## config.mk

```make
export PLATFORM = sky130hd
export DESIGN_NAME = stream_aggregator
export DESIGN_NICKNAME = d
export VERILOG_FILES = /design/src/rtl/stream_aggregator.sv
export SDC_FILE = /design/constraint.sdc
export NUM_CORES = 2
export LEC_CHECK = 0
export CAP_MARGIN = 40
export CORE_MARGIN = 5
export CORE_UTILIZATION = 45
export DETAILED_ROUTE_END_ITERATION = 8
export PLACE_DENSITY = 0.68
export SETUP_SLACK_MARGIN = 0.1
export SYNTH_ARGS = -nofsm -noshare
export SYNTH_HDL_FRONTEND = slang
export SYNTH_SLANG_ARGS = --single-unit
export TNS_END_PERCENT = 1
```

## constraint.sdc

```tcl
create_clock -name CLK -period 10.2 [get_ports CLK]
set_input_delay 1.02 -clock CLK [delete_from_list [all_inputs] [get_ports CLK]]
set_output_delay 1.02 -clock CLK [all_outputs]
set_load 0.02 [all_outputs]
```

## src/rtl/stream_aggregator.sv

```systemverilog
// ============================================================================
// Module   : stream_aggregator
// Brief    : N_CH per-channel FIFOs merged round-robin onto one tagged,
//            backpressured output stream. STREAM_AGG_STATS_EN adds STAT_CNT.
// Revision : 1.0 - initial release
// ============================================================================
`default_nettype none

module stream_aggregator #(
    parameter int   N_CH  = 4,
    parameter int   WIDTH = 64,
    parameter int   DEPTH = 8,
    localparam int  CW    = $clog2(N_CH)
) (
    input  logic                    CLK,
    input  logic                    RST,
    input  logic [N_CH*WIDTH-1:0]   IN_DATA,
    input  logic [N_CH-1:0]         IN_VALID,
    output logic [N_CH-1:0]         IN_READY,
    output logic [WIDTH-1:0]        OUT_DATA,
    output logic [CW-1:0]           OUT_CHAN,
    output logic                    OUT_VALID,
    input  logic                    OUT_READY
`ifdef STREAM_AGG_STATS_EN
    ,
    output logic [N_CH*32-1:0]      STAT_CNT
`endif
);

    localparam int            AW         = $clog2(DEPTH);
    localparam logic [AW:0]   C_FULL_CNT = (AW+1)'(DEPTH);

    logic [WIDTH-1:0] out_data_q;
    logic [CW-1:0]    out_chan_q;
    logic             out_valid_q;
    logic [CW-1:0]    ptr_q;
    logic [CW-1:0]    ptr_d;

    logic [N_CH-1:0]  w_nonempty;
    logic [WIDTH-1:0] w_head [N_CH];
    logic             w_load;
    logic             w_gnt_valid;
    logic [CW-1:0]    w_gnt;
    int               w_idx;

    // The output register may take a new word whenever it is empty or being drained.
    assign w_load = ~out_valid_q | OUT_READY;

    generate
        for (genvar c = 0; c < N_CH; c++) begin : g_ch
            logic [WIDTH-1:0] mem_q [DEPTH];
            logic [AW-1:0]    wr_ptr_q;
            logic [AW-1:0]    rd_ptr_q;
            logic [AW:0]      cnt_q;
            logic [AW:0]      cnt_d;
            logic             w_push;
            logic             w_pop;

            assign IN_READY[c]   = (cnt_q != C_FULL_CNT);
            assign w_nonempty[c] = (cnt_q != '0);
            assign w_head[c]     = mem_q[rd_ptr_q];
            assign w_push        = IN_VALID[c] & IN_READY[c];
            assign w_pop         = w_load & w_gnt_valid & (w_gnt == CW'(c));

            always_comb begin
                cnt_d = cnt_q;
                case ({w_push, w_pop})
                    2'b10:   cnt_d = cnt_q + 1'b1;
                    2'b01:   cnt_d = cnt_q - 1'b1;
                    default: cnt_d = cnt_q;
                endcase
            end

            always_ff @(posedge CLK) begin
                if (w_push) begin
                    mem_q[wr_ptr_q] <= IN_DATA[c*WIDTH +: WIDTH];
                end
            end

            always_ff @(posedge CLK) begin
                if (RST) begin
                    wr_ptr_q <= '0;
                    rd_ptr_q <= '0;
                    cnt_q    <= '0;
                end else begin
                    if (w_push) wr_ptr_q <= wr_ptr_q + 1'b1;
                    if (w_pop)  rd_ptr_q <= rd_ptr_q + 1'b1;
                    cnt_q <= cnt_d;
                end
            end
        end
    endgenerate

    // Descending scan so the lowest offset from ptr_q wins.
    always_comb begin
        w_gnt_valid = 1'b0;
        w_gnt       = ptr_q;
        w_idx       = 0;
        for (int i = N_CH - 1; i >= 0; i--) begin
            w_idx = int'(ptr_q) + i;
            if (w_idx >= N_CH) w_idx = w_idx - N_CH;
            if (w_nonempty[w_idx]) begin
                w_gnt_valid = 1'b1;
                w_gnt       = CW'(w_idx);
            end
        end
    end

    assign ptr_d = (w_gnt == CW'(N_CH - 1)) ? '0 : w_gnt + 1'b1;

    always_ff @(posedge CLK) begin
        if (RST) begin
            out_valid_q <= 1'b0;
            out_data_q  <= '0;
            out_chan_q  <= '0;
            ptr_q       <= '0;
        end else if (w_load) begin
            out_valid_q <= w_gnt_valid;
            if (w_gnt_valid) begin
                out_data_q <= w_head[w_gnt];
                out_chan_q <= w_gnt;
                ptr_q      <= ptr_d;
            end
        end
    end

    assign OUT_VALID = out_valid_q;
    assign OUT_DATA  = out_data_q;
    assign OUT_CHAN  = out_chan_q;

`ifdef STREAM_AGG_STATS_EN
    logic [31:0] stat_q [N_CH];

    always_ff @(posedge CLK) begin
        if (RST) begin
            for (int c = 0; c < N_CH; c++) stat_q[c] <= '0;
        end else if (out_valid_q & OUT_READY) begin
            stat_q[out_chan_q] <= stat_q[out_chan_q] + 32'd1;
        end
    end

    generate
        for (genvar c = 0; c < N_CH; c++) begin : g_stat
            assign STAT_CNT[c*32 +: 32] = stat_q[c];
        end
    endgenerate
`endif

endmodule

`default_nettype wire

```

==> metrics <==
Worst Hold Class flip-flop to flip-flop; DR DRC count 0; gr usage total 21.1%; NumNets Final 4609; initial drt markers 4402; CTS buffer count 207; EDFF count, synth 2048; Synth Cell Area 0.0838 mm²; Crit-path slowest cell a22oi_2; Seq/Total Area, Yosys 76.3%; gpl congestion 0.803; worst endpoint data arrival time 5.12 ns; deepest clock path buffer count 3; syn nets 4176; Synth area leader edfxtp_1; Worst Path Required 10.93 ns; vias in the first global route 41000; drt total wl 206000 µm; ANT nets after route 0; Die Span X 442 µm; status complete, no violations; peak supply drop 0.000241 V; Least-Margin Pin Slew 1.02 ns; later-pin clock latency in the skew report 0.86 ns; Clock Skews 0.0620 ns; max-cap viol count 0; first-pass GRT wire length 297000 µm; Tmin final 4.40 ns; largest cells by area after synthesis edfxtp_1, mux4_2, mux2i_1; vias 41000; Distinct cells, synth 57; Final Setup Violations 0; Slew Limit Fails 0; die height 442 µm; CORE AREA 0.185 mm²; via density per instance 5.84; Starting Density 45.2%; post-CTS sizing 0; cts hold-fix bufs 0; row count 158; Syn. warnings 0; DR WL/cell 29.3 µm; top-count cell post-synth edfxtp_1; number of fill cells in the layout 14300; crit-path max FO 31; Port Buffers 333; Final period util 43.1%; Post-synth top cells edfxtp_1, mux4_2, mux2i_1; ys async rst share 0%; Clock Tree Root clkbuf_16; Area Overhead vs Synth 16.5%; DIE AREA 0.195 mm²; total gr overflow 0; cell chain of the critical path nor4_2 -> o22ai_1 -> a22oi_2 -> nand2_4 -> inv_4 -> ha_1 -> nand2_1 -> inv_1 -> ha_1 -> xor2_1 -> ha_1 -> a21oi_1 -> xor2_1 -> or3_1 -> a21oi_1; Worst-path clk slew 0.06 ns; clock sinks 2169; num ports 334; pwr/cell area 250 mW/mm²; largest net degree at the start of global routing 97; Slew headroom 32.0%; crit-path max cell delay 0.71 ns; CTS tree built; Yosys reg bits 2169; Primary FF master, synth edfxtp_1; cells after synthesis 3892; critical path class flip-flop to flip-flop; Final Total Pwr 24.4 mW; CP endpoint kind flip-flop; Max Fclk 227 MHz; Leak 30.2 nW; Max H-tree Level 4; crit start category flip-flop; synthesized area per cell 21.5 µm²; layout cells sized above 1 21.9%; initial antenna violation count 96; DP HPWL 129000 µm; final setup TNS 0 ns; Hold Violations, Final 0; 1st-pass router iterations 6; critical path's most frequent cell ha_1; Yosys top cell area share 73.4%; RSZ-0062 raised after global routing no; Setup Fix Bufs, Post-CTS 0
==> placed cells by master, fill, tap and decap left out, types with 14 or more instances in the layout <==
cell type	n
edfxtp_1	2048
mux4_2	512
clkdlybuf4s50_1	332
mux2i_1	253
clkbuf_16	208
nor2b_1	127
a221oi_1	114
dfxtp_1	109
a21oi_1	94
buf_4	87
nand2_1	84
a22o_1	57
clkbuf_1	57
diode_2	38
clkinv_2	36
clkinv_1	32
nor2_1	28
nand3_1	23
o21ai_0	21
xor2_1	21
ha_1	21
clkbuf_8	17
nor2_4	16
nor3_2	14
buf_12	14
buf_16	14
==> critical path, delay by kind of cell (launching register included) <==
family,cells,cell delay (ns)
AO/OA/AOI/OAI,4,1.09
XOR/XNOR,2,0.42
adder cells (fa/ha/maj),3,0.76
buffers and inverters,2,0.59
flip-flops,1,0.37
AND/OR/NAND/NOR,4,1.03
==> power by group <==
group	internal [mW]	leakage, nW	switching [mW]
Sequential	10.3	19.6	0.374
Clock	4.21	3.25	3.27
Combinational	2.58	7.32	3.63
Total	17.1	30.2	7.28
==> flip-flops by register name, indices dropped and copies added (netlist names), named ones only <==
signal,count
OUT_CHAN,2
g_ch.wr_ptr_q,12
g_ch.mem_q,2048
ptr_q,2
OUT_DATA,64
g_ch.rd_ptr_q,12
g_ch.cnt_q,16
OUT_VALID,1
==> final cells by class <==
cell class | instances | area, µm² | area share (%)
timing repair buffer | 447 | 4640 | 4.75
sequential | 2169 | 64000 | 65.5
clock buffer | 282 | 5650 | 5.79
clock inverter | 109 | 1030 | 1.05
multi-input combinational | 1493 | 19100 | 19.6
inverter | 7 | 28.8 | 0.0295
tap | 2480 | 3100 | 3.18
antenna | 38 | 95.1 | 0.0974
==> metal layers <==
layer	track usage (%)	routed length, µm	up-vias
met1	29.3	84300	21800
met3	4.78	15200	389
met5	0	269	-
met2	33.5	99800	1515
li1	-	-	17300
met4	6.88	6200	44
==> kinds of logic (layout without fill, tap and decap cells) <==
logic type | after synthesis | count (layout) | synth area share, %
flops | 2169 | 2169 | 76.3
xor+xnor | 22 | 22 | 0.230
fa+ha+maj | 21 | 21 | 0.313
other cells | 0 | 38 | 0
compound gates | 333 | 333 | 2.92
buf+inv | 230 | 845 | 1.22
mux | 772 | 772 | 16.9
simple gates | 345 | 345 | 2.19
==> worst paths after layout <==
| kind | from | to | slack, ns | depth (start not counted) |
|---|---|---|---|---|
| hold reg to reg | g_ch[1].rd_ptr_q[2]$_SDFFE_PP0P_ | flip-flop | 0.48 | 2 |
| setup reg to reg | g_ch[0].cnt_q[0]$_SDFFE_PP0P_ | g_ch[3].cnt_q[2]$_SDFFE_PP0P_ | 5.80 | 15 |
| setup / recovery | g_ch[0].cnt_q[0]$_SDFFE_PP0P_ | g_ch[3].cnt_q[2]$_SDFFE_PP0P_ | 5.80 | 15 |
| hold / removal | g_ch[1].rd_ptr_q[2]$_SDFFE_PP0P_ | flip-flop | 0.48 | 2 |
==> through the flow <==
step	cell area [µm²]	cells	worst slack, ns	utilization (%)	hold WS [ns]
finish	97600	7025	5.80	52.6	0.475
global route	97600	7002	5.47	52.6	0.513
CTS	97500	6987	5.85	52.6	0.477
detailed placement	90800	6596	5.53	49.0	0.466
global placement	90200	6568	5.02	48.6	0.455
floorplan	83800	3892	2.29	-	0.453
Power figures use the tool's default switching activity.
